==> src/rtl/periph_pkg.sv <==
// rtl/periph_pkg.sv - shared constants and types for the memory-mapped peripheral block
//
// Contents:
//   BASE_ADDR_DEF       default base of the 32-byte register window
//   OFS_TH..OFS_SYSTICK word offsets (Addr[4:2]) of the registers
//   TCON_EN/IE/ST       bit positions inside TCON
//   timer_we_t          per-register write strobes handed from the decoder to the timer
//   addr_hit()          window match on Addr[31:5]
package periph_pkg;

    localparam logic [31:0] BASE_ADDR_DEF = 32'h4000_0000;

    localparam logic [2:0] OFS_TH      = 3'd0;
    localparam logic [2:0] OFS_TL      = 3'd1;
    localparam logic [2:0] OFS_TCON    = 3'd2;
    localparam logic [2:0] OFS_LED     = 3'd3;
    localparam logic [2:0] OFS_SW      = 3'd4;
    localparam logic [2:0] OFS_DIGI    = 3'd5;
    localparam logic [2:0] OFS_SYSTICK = 3'd6;

    localparam int TCON_EN = 0;
    localparam int TCON_IE = 1;
    localparam int TCON_ST = 2;

    typedef struct packed {
        logic th;
        logic tl;
        logic tcon;
    } timer_we_t;

    function automatic logic addr_hit(input logic [31:0] addr, input logic [31:0] base);
        return addr[31:5] == base[31:5];
    endfunction

endpackage

==> src/rtl/periph_timer.sv <==
// rtl/periph_timer.sv - reloading 32-bit timer with prescaler and level interrupt
//
// Ports:
//   clk        system clock
//   reset      asynchronous active-high reset
//   we_i       write strobes for TH / TL / TCON (already qualified by address hit)
//   wdata_i    store data
//   th_o       TH reload value
//   tl_o       TL counter value
//   tcon_o     {ST, IE, EN}
//   irq_o      IE & ST
module periph_timer
    import periph_pkg::*;
#(
    parameter int PRESCALE = 1
) (
    input  logic        clk,
    input  logic        reset,
    input  timer_we_t   we_i,
    input  logic [31:0] wdata_i,
    output logic [31:0] th_o,
    output logic [31:0] tl_o,
    output logic [2:0]  tcon_o,
    output logic        irq_o
);

    localparam logic [15:0] PRE_LAST = 16'(PRESCALE - 1);

    logic [31:0] th_q, th_d;
    logic [31:0] tl_q, tl_d;
    logic [2:0]  tcon_q, tcon_d;
    logic [15:0] pre_q, pre_d;
    logic        tick;
    logic        ovf;

    always_comb begin
        tick = tcon_q[TCON_EN] && (pre_q == PRE_LAST);
        // Overflow only raises ST when interrupts are enabled at that edge.
        ovf  = tick && (tl_q == 32'hFFFF_FFFF) && tcon_q[TCON_IE];

        pre_d = pre_q;
        if (we_i.tcon) begin
            pre_d = 16'd0;
        end else if (tcon_q[TCON_EN]) begin
            pre_d = tick ? 16'd0 : pre_q + 16'd1;
        end

        th_d = we_i.th ? wdata_i : th_q;

        // A CPU store to TL takes priority over increment/reload.
        tl_d = tl_q;
        if (we_i.tl) begin
            tl_d = wdata_i;
        end else if (tick) begin
            tl_d = (tl_q == 32'hFFFF_FFFF) ? th_q : tl_q + 32'd1;
        end

        // ST is OR-ed with the overflow even when software writes TCON on the
        // same edge, so an interrupt can never be dropped by a racing store.
        tcon_d = tcon_q;
        if (we_i.tcon) begin
            tcon_d = wdata_i[2:0];
        end
        tcon_d[TCON_ST] = tcon_d[TCON_ST] | ovf;
    end

    always_ff @(posedge clk or posedge reset) begin
        if (reset) begin
            th_q   <= '0;
            tl_q   <= '0;
            tcon_q <= '0;
            pre_q  <= '0;
        end else begin
            th_q   <= th_d;
            tl_q   <= tl_d;
            tcon_q <= tcon_d;
            pre_q  <= pre_d;
        end
    end

    assign th_o   = th_q;
    assign tl_o   = tl_q;
    assign tcon_o = tcon_q;
    assign irq_o  = tcon_q[TCON_IE] & tcon_q[TCON_ST];

endmodule

==> src/rtl/periph_bus.sv <==
// rtl/periph_bus.sv - memory-mapped peripheral block: decode, read mux, LED/DIGI/SYSTICK, switch sync
//
// Ports:
//   clk        system clock
//   reset      asynchronous active-high reset
//   Addr       byte address from the ALU (Addr[1:0] ignored)
//   MemRead    load strobe
//   MemWrite   store strobe
//   WriteData  store data
//   ReadData   combinational load data, 0 on miss / no load
//   IRQ        timer interrupt (level)
//   LED        LED register
//   Switch     asynchronous board switches
//   Digi       7-seg register ([11:8] digit enable, [7:0] segments)
module periph_bus
    import periph_pkg::*;
#(
    parameter logic [31:0] BASE_ADDR = BASE_ADDR_DEF,
    parameter int          LED_W     = 8,
    parameter int          SW_W      = 8,
    parameter int          DIGI_W    = 12,
    parameter int          PRESCALE  = 1
) (
    input  logic              clk,
    input  logic              reset,
    input  logic [31:0]       Addr,
    input  logic              MemRead,
    input  logic              MemWrite,
    input  logic [31:0]       WriteData,
    output logic [31:0]       ReadData,
    output logic              IRQ,
    output logic [LED_W-1:0]  LED,
    input  logic [SW_W-1:0]   Switch,
    output logic [DIGI_W-1:0] Digi
);

    logic              hit;
    logic [2:0]        ofs;
    logic              wr_hit;
    timer_we_t         timer_we;
    logic              unused_addr_lsb;

    logic [LED_W-1:0]  led_q, led_d;
    logic [DIGI_W-1:0] digi_q, digi_d;
    logic [31:0]       systick_q, systick_d;
    logic [SW_W-1:0]   sw_meta_q, sw_sync_q;

    logic [31:0]       th;
    logic [31:0]       tl;
    logic [2:0]        tcon;

    assign hit             = addr_hit(Addr, BASE_ADDR);
    assign ofs             = Addr[4:2];
    assign wr_hit          = MemWrite && hit;
    assign unused_addr_lsb = ^Addr[1:0];

    always_comb begin
        timer_we.th   = wr_hit && (ofs == OFS_TH);
        timer_we.tl   = wr_hit && (ofs == OFS_TL);
        timer_we.tcon = wr_hit && (ofs == OFS_TCON);

        led_d     = (wr_hit && (ofs == OFS_LED))  ? WriteData[LED_W-1:0]  : led_q;
        digi_d    = (wr_hit && (ofs == OFS_DIGI)) ? WriteData[DIGI_W-1:0] : digi_q;
        systick_d = systick_q + 32'd1;
    end

    periph_timer #(
        .PRESCALE (PRESCALE)
    ) u_timer (
        .clk     (clk),
        .reset   (reset),
        .we_i    (timer_we),
        .wdata_i (WriteData),
        .th_o    (th),
        .tl_o    (tl),
        .tcon_o  (tcon),
        .irq_o   (IRQ)
    );

    always_ff @(posedge clk or posedge reset) begin
        if (reset) begin
            led_q     <= '0;
            digi_q    <= '0;
            systick_q <= '0;
            sw_meta_q <= '0;
            sw_sync_q <= '0;
        end else begin
            led_q     <= led_d;
            digi_q    <= digi_d;
            systick_q <= systick_d;
            sw_meta_q <= Switch;
            sw_sync_q <= sw_meta_q;
        end
    end

    // Loads are side-effect free; offset 7 and misses return zero.
    always_comb begin
        ReadData = '0;
        if (MemRead && hit) begin
            case (ofs)
                OFS_TH:      ReadData = th;
                OFS_TL:      ReadData = tl;
                OFS_TCON:    ReadData = {29'd0, tcon};
                OFS_LED:     ReadData = 32'(led_q);
                OFS_SW:      ReadData = 32'(sw_sync_q);
                OFS_DIGI:    ReadData = 32'(digi_q);
                OFS_SYSTICK: ReadData = systick_q;
                default:     ReadData = '0;
            endcase
        end
    end

    assign LED  = led_q;
    assign Digi = digi_q;

endmodule
==> config.mk <==
export PLATFORM = sky130hd
export DESIGN_NAME = periph_bus
export DESIGN_NICKNAME = d
export VERILOG_FILES = /design/src/rtl/periph_pkg.sv /design/src/rtl/periph_timer.sv /design/src/rtl/periph_bus.sv
export SDC_FILE = /design/constraint.sdc
export NUM_CORES = 1
export LEC_CHECK = 0
export CAP_MARGIN = 5
export CORE_MARGIN = 4
export CORE_UTILIZATION = 30
export CTS_CLUSTER_SIZE = 8
export DETAILED_ROUTE_END_ITERATION = 10
export PLACE_DENSITY_LB_ADDON = 0.3
export SETUP_SLACK_MARGIN = 0.15
export SYNTH_ARGS = -nofsm -noshare
export SYNTH_HDL_FRONTEND = slang
export SYNTH_HIERARCHICAL = 1
export SYNTH_SLANG_ARGS = --single-unit
==> constraint.sdc <==
create_clock -name clk -period 8.46 [get_ports clk]
set_clock_uncertainty 0.15 [all_clocks]
set_input_delay 1.269 -clock clk [delete_from_list [all_inputs] [get_ports clk]]
set_output_delay 1.269 -clock clk [all_outputs]
set_load 0.01 [all_outputs]
# Word-level counts from Yosys, hierarchy flattened
# Index checks and enable logic that the tools add are counted.
# word_totals
in_bits,76
word_cells,46
ff_bits,151
# op_classes
n_eq_ne,8
addsub,3
n_mux,9
n_bitwise,2
n_reduce_logical,14
# ops
cell,count
$pmux W32 S7,1
$mux W32,4
$add A32 B1 Y32 const B,2
$mux W16,3
$eq A32 B32 Y1 const B,1
$eq A27 B26 Y1 const B,1
$add A16 B1 Y16 const B,1
$logic_not A16 Y1,1
$logic_and A1 B1 Y1,10
$eq A3 B3 Y1 const B,3
$eq A3 B2 Y1 const B,2
$reduce_bool A2 Y1,2
$eq A3 B1 Y1 const B,1
$logic_not A3 Y1,1
$mux W3,1
$and A1 B1 Y1,1
$or A1 B1 Y1,1

# Depth between registers and ports, before layout
# Gate-level depths: netlist of the first run.
# depth
ltp_word,5
ltp_mapped,12
depth_no_buf,7

# Hierarchy
# The synthesis of the first run kept the hierarchy.
# by_module_without_submodules
module,cells_per_inst,area_each_um2,n_inst
periph_timer,478,4667.0,1
periph_bus,356,3829.9,1

# Least setup slack after synthesis of the first run
# Ideal clock, no wire load.
# synth_timing
kind,input -> output
start,input port Addr[24]
end,output port ReadData[0]
arrival_time_ns,2.762
slack_ns,4.279
n_path_buf,2
path_stages,6
required_time_ns,7.041
cell_sequence,nor4b_2 -> nand4_2 -> or4_4 -> buf_6 -> buf_6 -> a211oi_2
# synth_between
elab_chain_len,3
# synth_lines
item,line,source
start: declaration,periph_bus.sv:26,"input logic [31:0] Addr,"
$eq A27 B26 Y1,periph_pkg.sv:32,return addr[31:5] == base[31:5];
$logic_and A1 B1 Y1,periph_bus.sv:99,if (MemRead && hit) begin
$mux W32,periph_bus.sv:99,
end: declaration,periph_bus.sv:30,"output logic [31:0] ReadData,"
# Every way passes these cells.

# Worst setup path in the final report of the first run
# layout_timing
start,input port Addr[3]
end,output port ReadData[16]
# layout_between
elab_chain_len,3
elab_cells_between_ends,9
# layout_lines
item,line,source
$eq A3 B3 Y1 (tied with other cells),periph_bus.sv:100,case (ofs)
$pmux W32 S7 *,periph_bus.sv:100,
$mux W32 *,periph_bus.sv:99,
# Every way passes the cells marked *; elsewhere a longest branch is shown, timed or not.

==> run summary, run 1 <==
======================================================================================
Total of endpoints with negative setup slack in the final report                     0
Count of flip-flops with a built-in enable after synthesis                           0
Share of the synthesized netlist area taken by xor and xnor gates                4.95%
Synthesized-area fraction occupied by ao, oa, aoi and oai cells                  13.3%
CP arrival                                                                     4.25 ns
Final routed wirelength across all metal layers                               24300 um
Number of warnings issued by yosys                                                   6
Die Height                                                                      176 um
Number of buffer and inverter instances along the worst setup path                   3
Path type of the worst setup path                                            in -> out
Die area                                                                    0.0311 mm2
Cell occurring most often along the worst timing path                     clkdlybuf4s50_1
Total number of vias                                                              6985
Proportion of synthesized area in mux cells                                      12.8%
Router iterations before antenna repair                                              5
Net count of the mapped netlist                                                    914
TritonCTS clock tree                                                             built
Post-Synth Adder-Cell Area                                                      0.589%
Vias per Instance                                                                 5.26
Fin. Hold Viols                                                                      0
Maximum cell stage delay along the critical path                               0.69 ns
Asr flop ratio synth                                                              100%
Initial Util                                                                     30.5%
Max-capacitance violation count                                                      0
Sum of net half-perimeters after detailed placement                           17000 um
Number of buffers between clock root and the deepest sink                            2
Dominant combinational cell family by area after synthesis                simple AND/OR/NAND/NOR gates
GRT Util Overall                                                                 15.7%
Initial antenna violation count                                                      0
Wirelength per Cell                                                            18.3 um
Reg clk slew, reported paths                                                   0.06 ns
Static leakage                                                              0.00435 uW
Number of nets at the end of the flow                                             1018
Number of distinct standard cells referenced by the synthesized netlist             64
First-pass GRT wire length                                                    39100 um
Worst-case reg-to-reg path depth                                                     6
Status                                                                    complete, no violations
Vias in the first global route                                                    7008
Sequential cell area fraction in the yosys report                                44.5%
Overall die width                                                               176 um
Top flip-flop cell by instance count after synthesis                           dfrtp_1
Initial drt markers                                                                464
Row Count                                                                           61
Share of cells above drive strength 1                                            16.4%
Highest-delay cell along the critical path                                      and2_1
Most frequent standard cell in the layout excluding fill and tap cells         dfrtp_1
Type of origin of the critical path                                         input port
Post-route antenna net violation count                                               0
Number of synthesized register bits                                                151
Critical path, cell by cell                                               clkdlybuf4s50_1 -> buf_4 -> nor2b_1 -> and2_1 -> a22oi_1 -> nor2_1 -> clkdlybuf4s50_1
Worst hold slack                                                              0.199 ns
Post-cts resize count                                                                0
GRT overflow                                                                         0
Maximum ir drop on the vdd rail                                               0.129 mV
Most frequent cells in the layout                                         dfrtp_1, clkdlybuf4s50_1, mux2_2, nand2_1, nor2_1
Relative slew slack                                                              23.4%
Cells taking the most area after synthesis                                dfrtp_1, mux2_2, nand2_1
Total negative slack for setup checks                                             0 ns
Data required time of the critical path                                        7.04 ns
Final period utilization                                                         67.1%
Number of H-tree levels                                                              4
Final max-slew violation count                                                       0
Post-synth top area share                                                        44.5%
Simple-gate area share of the yosys netlist                                      19.7%
RePlAce Congestion                                                               0.794
Mapped Avg Cell Area                                                          10.2 um2
Post-CTS setup buffer count                                                          0
Cell area after synthesis                                                  0.00850 mm2
Peak clock frequency supported by timing                                       176 MHz
R2R setup slack                                                                5.36 ns
Post-layout min period                                                         5.67 ns
TritonCTS Sinks                                                                    151
Most area-hungry cell type in the Yosys netlist                                dfrtp_1
Port-buffer cells                                                                  126
Power per Cell Area                                                         149 mW/mm2
Startpoint of the worst register-to-register path                         u_timer/tl_o[1]
Tot Pwr                                                                        1580 uW
Total DRC errors in the routed layout                                                0
Hold-fix buffer count after cts                                                      0
Unrepaired setup endpoints after global routing                                  false
Cell chosen for the clock root                                               clkbuf_16
IO Count                                                                           129
Clock network latency to the later pin of the worst-skew pair                  0.43 ns
Sort of element at the end of the critical path                            output port
Antenna cells                                                                        0
Largest net degree at the start of global routing                                   69
Kind of cell adding the most delay to the critical path                   simple AND/OR/NAND/NOR gates
Area overhead of the layout relative to synthesis                                25.1%
Number of buffers created by CTS                                                    17
Critical register-to-register path endpoint                               u_timer/tl_o[4]
End point of the worst hold path                                          sw_sync_q[3]
Syn Inst Count                                                                     834
Min-Delay Path Depth                                                                 0
Hold Path Class                                                             reg -> reg
Worst-path fanout max                                                               23
Placeable Area                                                              0.0279 mm2
Transition time of the tightest slew-check pin                                 1.14 ns
Hold Path Origin                                                          sw_meta_q[3]
======================================================================================
-- how the worst max path moves through the flow --
| stage | startpoint | to | slack, ns | depth (start not counted) |
|---|---|---|---|---|
| after global routing | Addr[3] | ReadData[15] | 2.58 | 7 |
| after global placement | Addr[3] | ReadData[15] | 2.86 | 7 |
| after floorplan | Addr[24] | ReadData[0] | 4.28 | 6 |
| after detailed placement | Addr[3] | ReadData[15] | 2.82 | 7 |
| final | Addr[3] | ReadData[16] | 2.79 | 7 |
| after CTS | Addr[3] | ReadData[15] | 2.81 | 7 |
-- Yosys cell counts (23+ instances only) --
library cell / number
clkbuf_1: 23
nor3_1: 33
dfrtp_1: 151
nor2_1: 52
nand2_1: 61
o21ai_0: 42
a21oi_1: 32
a22oi_1: 28
mux2_2: 77
xor2_1: 24
xnor2_1: 24
nand3_1: 30
-- kinds of logic after synthesis --
family	count (synthesis)
and+or+nand+nor	298
adders and majority gates	4
muxes	94
buffers and inverters	69
DFF	151
xor gates and xnor gates	48
AOI/OAI and AO/OA	170
-- final cells by class --
cell class | count | area (um2)
clock buffer | 17 | 425
clock inverter | 15 | 175
fill | 2802 | 17200
inverter | 19 | 72.6
multi-input combinational | 614 | 4380
sequential | 151 | 3780
tap | 378 | 473
timing repair buffer | 135 | 1320
-- power by group --
part	switching (uW)	internal (uW)
sequential	0.986	725
clock	365	400
combinational	48.3	43.3
-- routing by layer --
metal	GRT usage (%)	up-vias	part of all wire, %
li1	-	3292	-
met1	21.7	3502	47
met2	25.2	182	47
met3	4.05	9	5.7
met4	2.73	0	0.64
met5	0	-	0
-- state kept, by name (all words and copies together), names as in the netlist --
name / cells
systick_q: 32
u_timer/th_o: 32
u_timer/tl_o: 32
u_timer/pre_q: 16
Digi: 12
LED: 8
sw_meta_q: 8
sw_sync_q: 8
u_timer/tcon_o: 3
-- per-stage QoR --
| step | instances | util (%) | setup slack [ns] | cell area (um2) |
|---|---|---|---|---|
| 6_report | 1329 | 38.1 | 2.79 | 10600 |
| 5_1_grt | 1329 | 38.1 | 2.58 | 10600 |
| 4_1_cts | 1329 | 38.1 | 2.81 | 10600 |
| 3_5_place_dp | 1297 | 36.0 | 2.82 | 10000 |
| 3_3_place_gp | 1297 | 36.0 | 2.86 | 10000 |
| 2_1_floorplan | 834 | - | 4.28 | 8500 |
Note: power is estimated with default switching activity, not from simulation.
==> inputs of run 2 (changes only) <==
clock period = 4.8 ns   (was 8.46 ns; I/O delays follow)
==> run 2 against run 1 <==
  * Via count grew 1.1%
  * Final area rose by 0.72%
  * Flip-flop and latch count unchanged
  * Core utilization rose by 0.27 points
  * Critical path type unchanged
  * Critical endpoint is now ReadData[6]
  * Setup slack got worse by 2.3 ns
  * Worst hold slack barely moved
  * Critical path depth is 1 lower
  * Clock power rose by 79%
  * First-iteration DRC count grew 16%
==> run summary, run 2 (synthesized netlist as in run 1, its figures left out) <==
=====================================================================================
Status                                                                   complete, no violations
Power per Cell Area                                                        263 mW/mm2
Total number of vias                                                             7061
Die area                                                                   0.0311 mm2
Number of buffers between clock root and the deepest sink                           2
Final period utilization                                                        88.9%
Final routed wirelength across all metal layers                              24200 um
Critical register-to-register path endpoint                              u_timer/tl_o[4]
End point of the worst hold path                                         sw_sync_q[3]
Hold Path Origin                                                         sw_meta_q[3]
Number of buffers created by CTS                                                   17
Maximum ir drop on the vdd rail                                              0.243 mV
Tot Pwr                                                                       2820 uW
Static leakage                                                             0.00440 uW
Transition time of the tightest slew-check pin                                1.10 ns
Final max-slew violation count                                                      0
Hold-fix buffer count after cts                                                     0
Worst-path fanout max                                                              32
CP arrival                                                                    3.40 ns
Vias in the first global route                                                   6979
Startpoint of the worst register-to-register path                        u_timer/tl_o[0]
Initial drt markers                                                               540
Largest net degree at the start of global routing                                  68
Post-CTS setup buffer count                                                         0
TritonCTS Sinks                                                                   151
Number of nets at the end of the flow                                            1027
Initial antenna violation count                                                     0
Post-layout min period                                                        4.27 ns
IO Count                                                                          129
Placeable Area                                                             0.0279 mm2
Worst-case reg-to-reg path depth                                                    6
RePlAce Congestion                                                              0.814
R2R setup slack                                                               1.69 ns
Min-Delay Path Depth                                                                0
First-pass GRT wire length                                                   38600 um
GRT overflow                                                                        0
Die Height                                                                     176 um
Total DRC errors in the routed layout                                               0
Reg clk slew, reported paths                                                  0.07 ns
TritonCTS clock tree                                                            built
Type of origin of the critical path                                        input port
Highest-delay cell along the critical path                                      or4_4
Unrepaired setup endpoints after global routing                                 false
Peak clock frequency supported by timing                                      234 MHz
Overall die width                                                              176 um
Row Count                                                                          61
Total negative slack for setup checks                                            0 ns
Cell occurring most often along the worst timing path                    clkdlybuf4s50_1
Most frequent cells in the layout                                        dfrtp_1, clkdlybuf4s50_1, mux2_2, nand2_1, nor2_1
Total of endpoints with negative setup slack in the final report                    0
Wirelength per Cell                                                           18.1 um
Maximum cell stage delay along the critical path                              0.80 ns
Router iterations before antenna repair                                             5
Fin. Hold Viols                                                                     0
Clock network latency to the later pin of the worst-skew pair                 0.44 ns
Area overhead of the layout relative to synthesis                               26.0%
Share of cells above drive strength 1                                           17.2%
Vias per Instance                                                                5.28
Initial Util                                                                    30.5%
Path type of the worst setup path                                           in -> out
Post-cts resize count                                                               0
Critical path, cell by cell                                              clkdlybuf4s50_1 -> nor4_2 -> nand4_2 -> or4_4 -> a21oi_1 -> clkdlybuf4s50_1
Port-buffer cells                                                                 126
Max-capacitance violation count                                                     0
Hold Path Class                                                            reg -> reg
GRT Util Overall                                                                15.5%
Data required time of the critical path                                       3.93 ns
Sort of element at the end of the critical path                           output port
Antenna cells                                                                       0
Worst Setup SP                                                               Addr[17]
Sum of net half-perimeters after detailed placement                          17400 um
Most frequent standard cell in the layout excluding fill and tap cells        dfrtp_1
Number of H-tree levels                                                             4
Cell chosen for the clock root                                              clkbuf_16
Post-route antenna net violation count                                              0
Relative slew slack                                                             26.0%
=====================================================================================
==> run 2: cell count changes in the layout (fill, tap and decap cells not counted) <==
cell,delta
inv_8,-1
clkinv_8,-3
inv_6,+4
buf_4,+8
clkinv_4,-1
bufinv_16,+1
buf_12,+1
==> run 2: layer usage <==
| metal | vias up | routed length, um | global-route usage [%] | part of all wire, % |
|---|---|---|---|---|
| li1 | 3313 | - | - | - |
| met1 | 3509 | 11300 | 21.4 | 46 |
| met2 | 220 | 11100 | 24.3 | 46 |
| met5 | - | 0 | 0 | 0 |
| met4 | 0 | 334 | 4.06 | 1.4 |
| met3 | 19 | 1530 | 4.13 | 6.3 |
==> run 2: metrics by stage <==
stage | instances | cell area [um2] | utilization [%] | hold WS, ns | worst slack [ns]
final | 1338 | 10700 | 38.4 | 0.199 | 0.533
after floorplan | 834 | 8500 | - | 0.181 | 1.72
after CTS | 1338 | 10700 | 38.4 | 0.200 | 0.483
after global routing | 1338 | 10700 | 38.4 | 0.204 | 0.357
after detailed placement | 1306 | 10100 | 36.3 | 0.185 | 0.479
after global placement | 1306 | 10100 | 36.3 | 0.184 | 0.501
==> run 2: where the power goes <==
part           leakage (uW)  total [uW]  switching, uW  internal [uW]
clock network      0.000293        1370            627            747
registers           0.00197        1280           1.82           1280
logic               0.00214         165           85.2           79.5
==> run 2: final cells by class <==
class | count | area [um2]
well taps | 378 | 473
multi-input cells | 614 | 4380
clock inverters | 15 | 171
fillers | 2762 | 17200
clock buffers | 17 | 425
repair buffers | 144 | 1400
inverters | 19 | 72.6
flip-flops and latches | 151 | 3780
==> run 2: critical path: cells and delay by family <==
| kind | cells | cell delay [ns] |
|---|---|---|
| AND/OR/NAND/NOR | 3 | 1.40 |
| buffers and inverters | 2 | 1.00 |
| AO/OA/AOI/OAI | 1 | 0.26 |
==> run 2: worst max path at each step <==
stage             endpoint  slack (ns)
2_1_floorplan  ReadData[0]        1.72
3_3_place_gp   ReadData[3]        0.50
3_5_place_dp   ReadData[3]        0.48
4_1_cts        ReadData[3]        0.48
5_1_grt        ReadData[3]        0.36
6_report       ReadData[6]        0.53
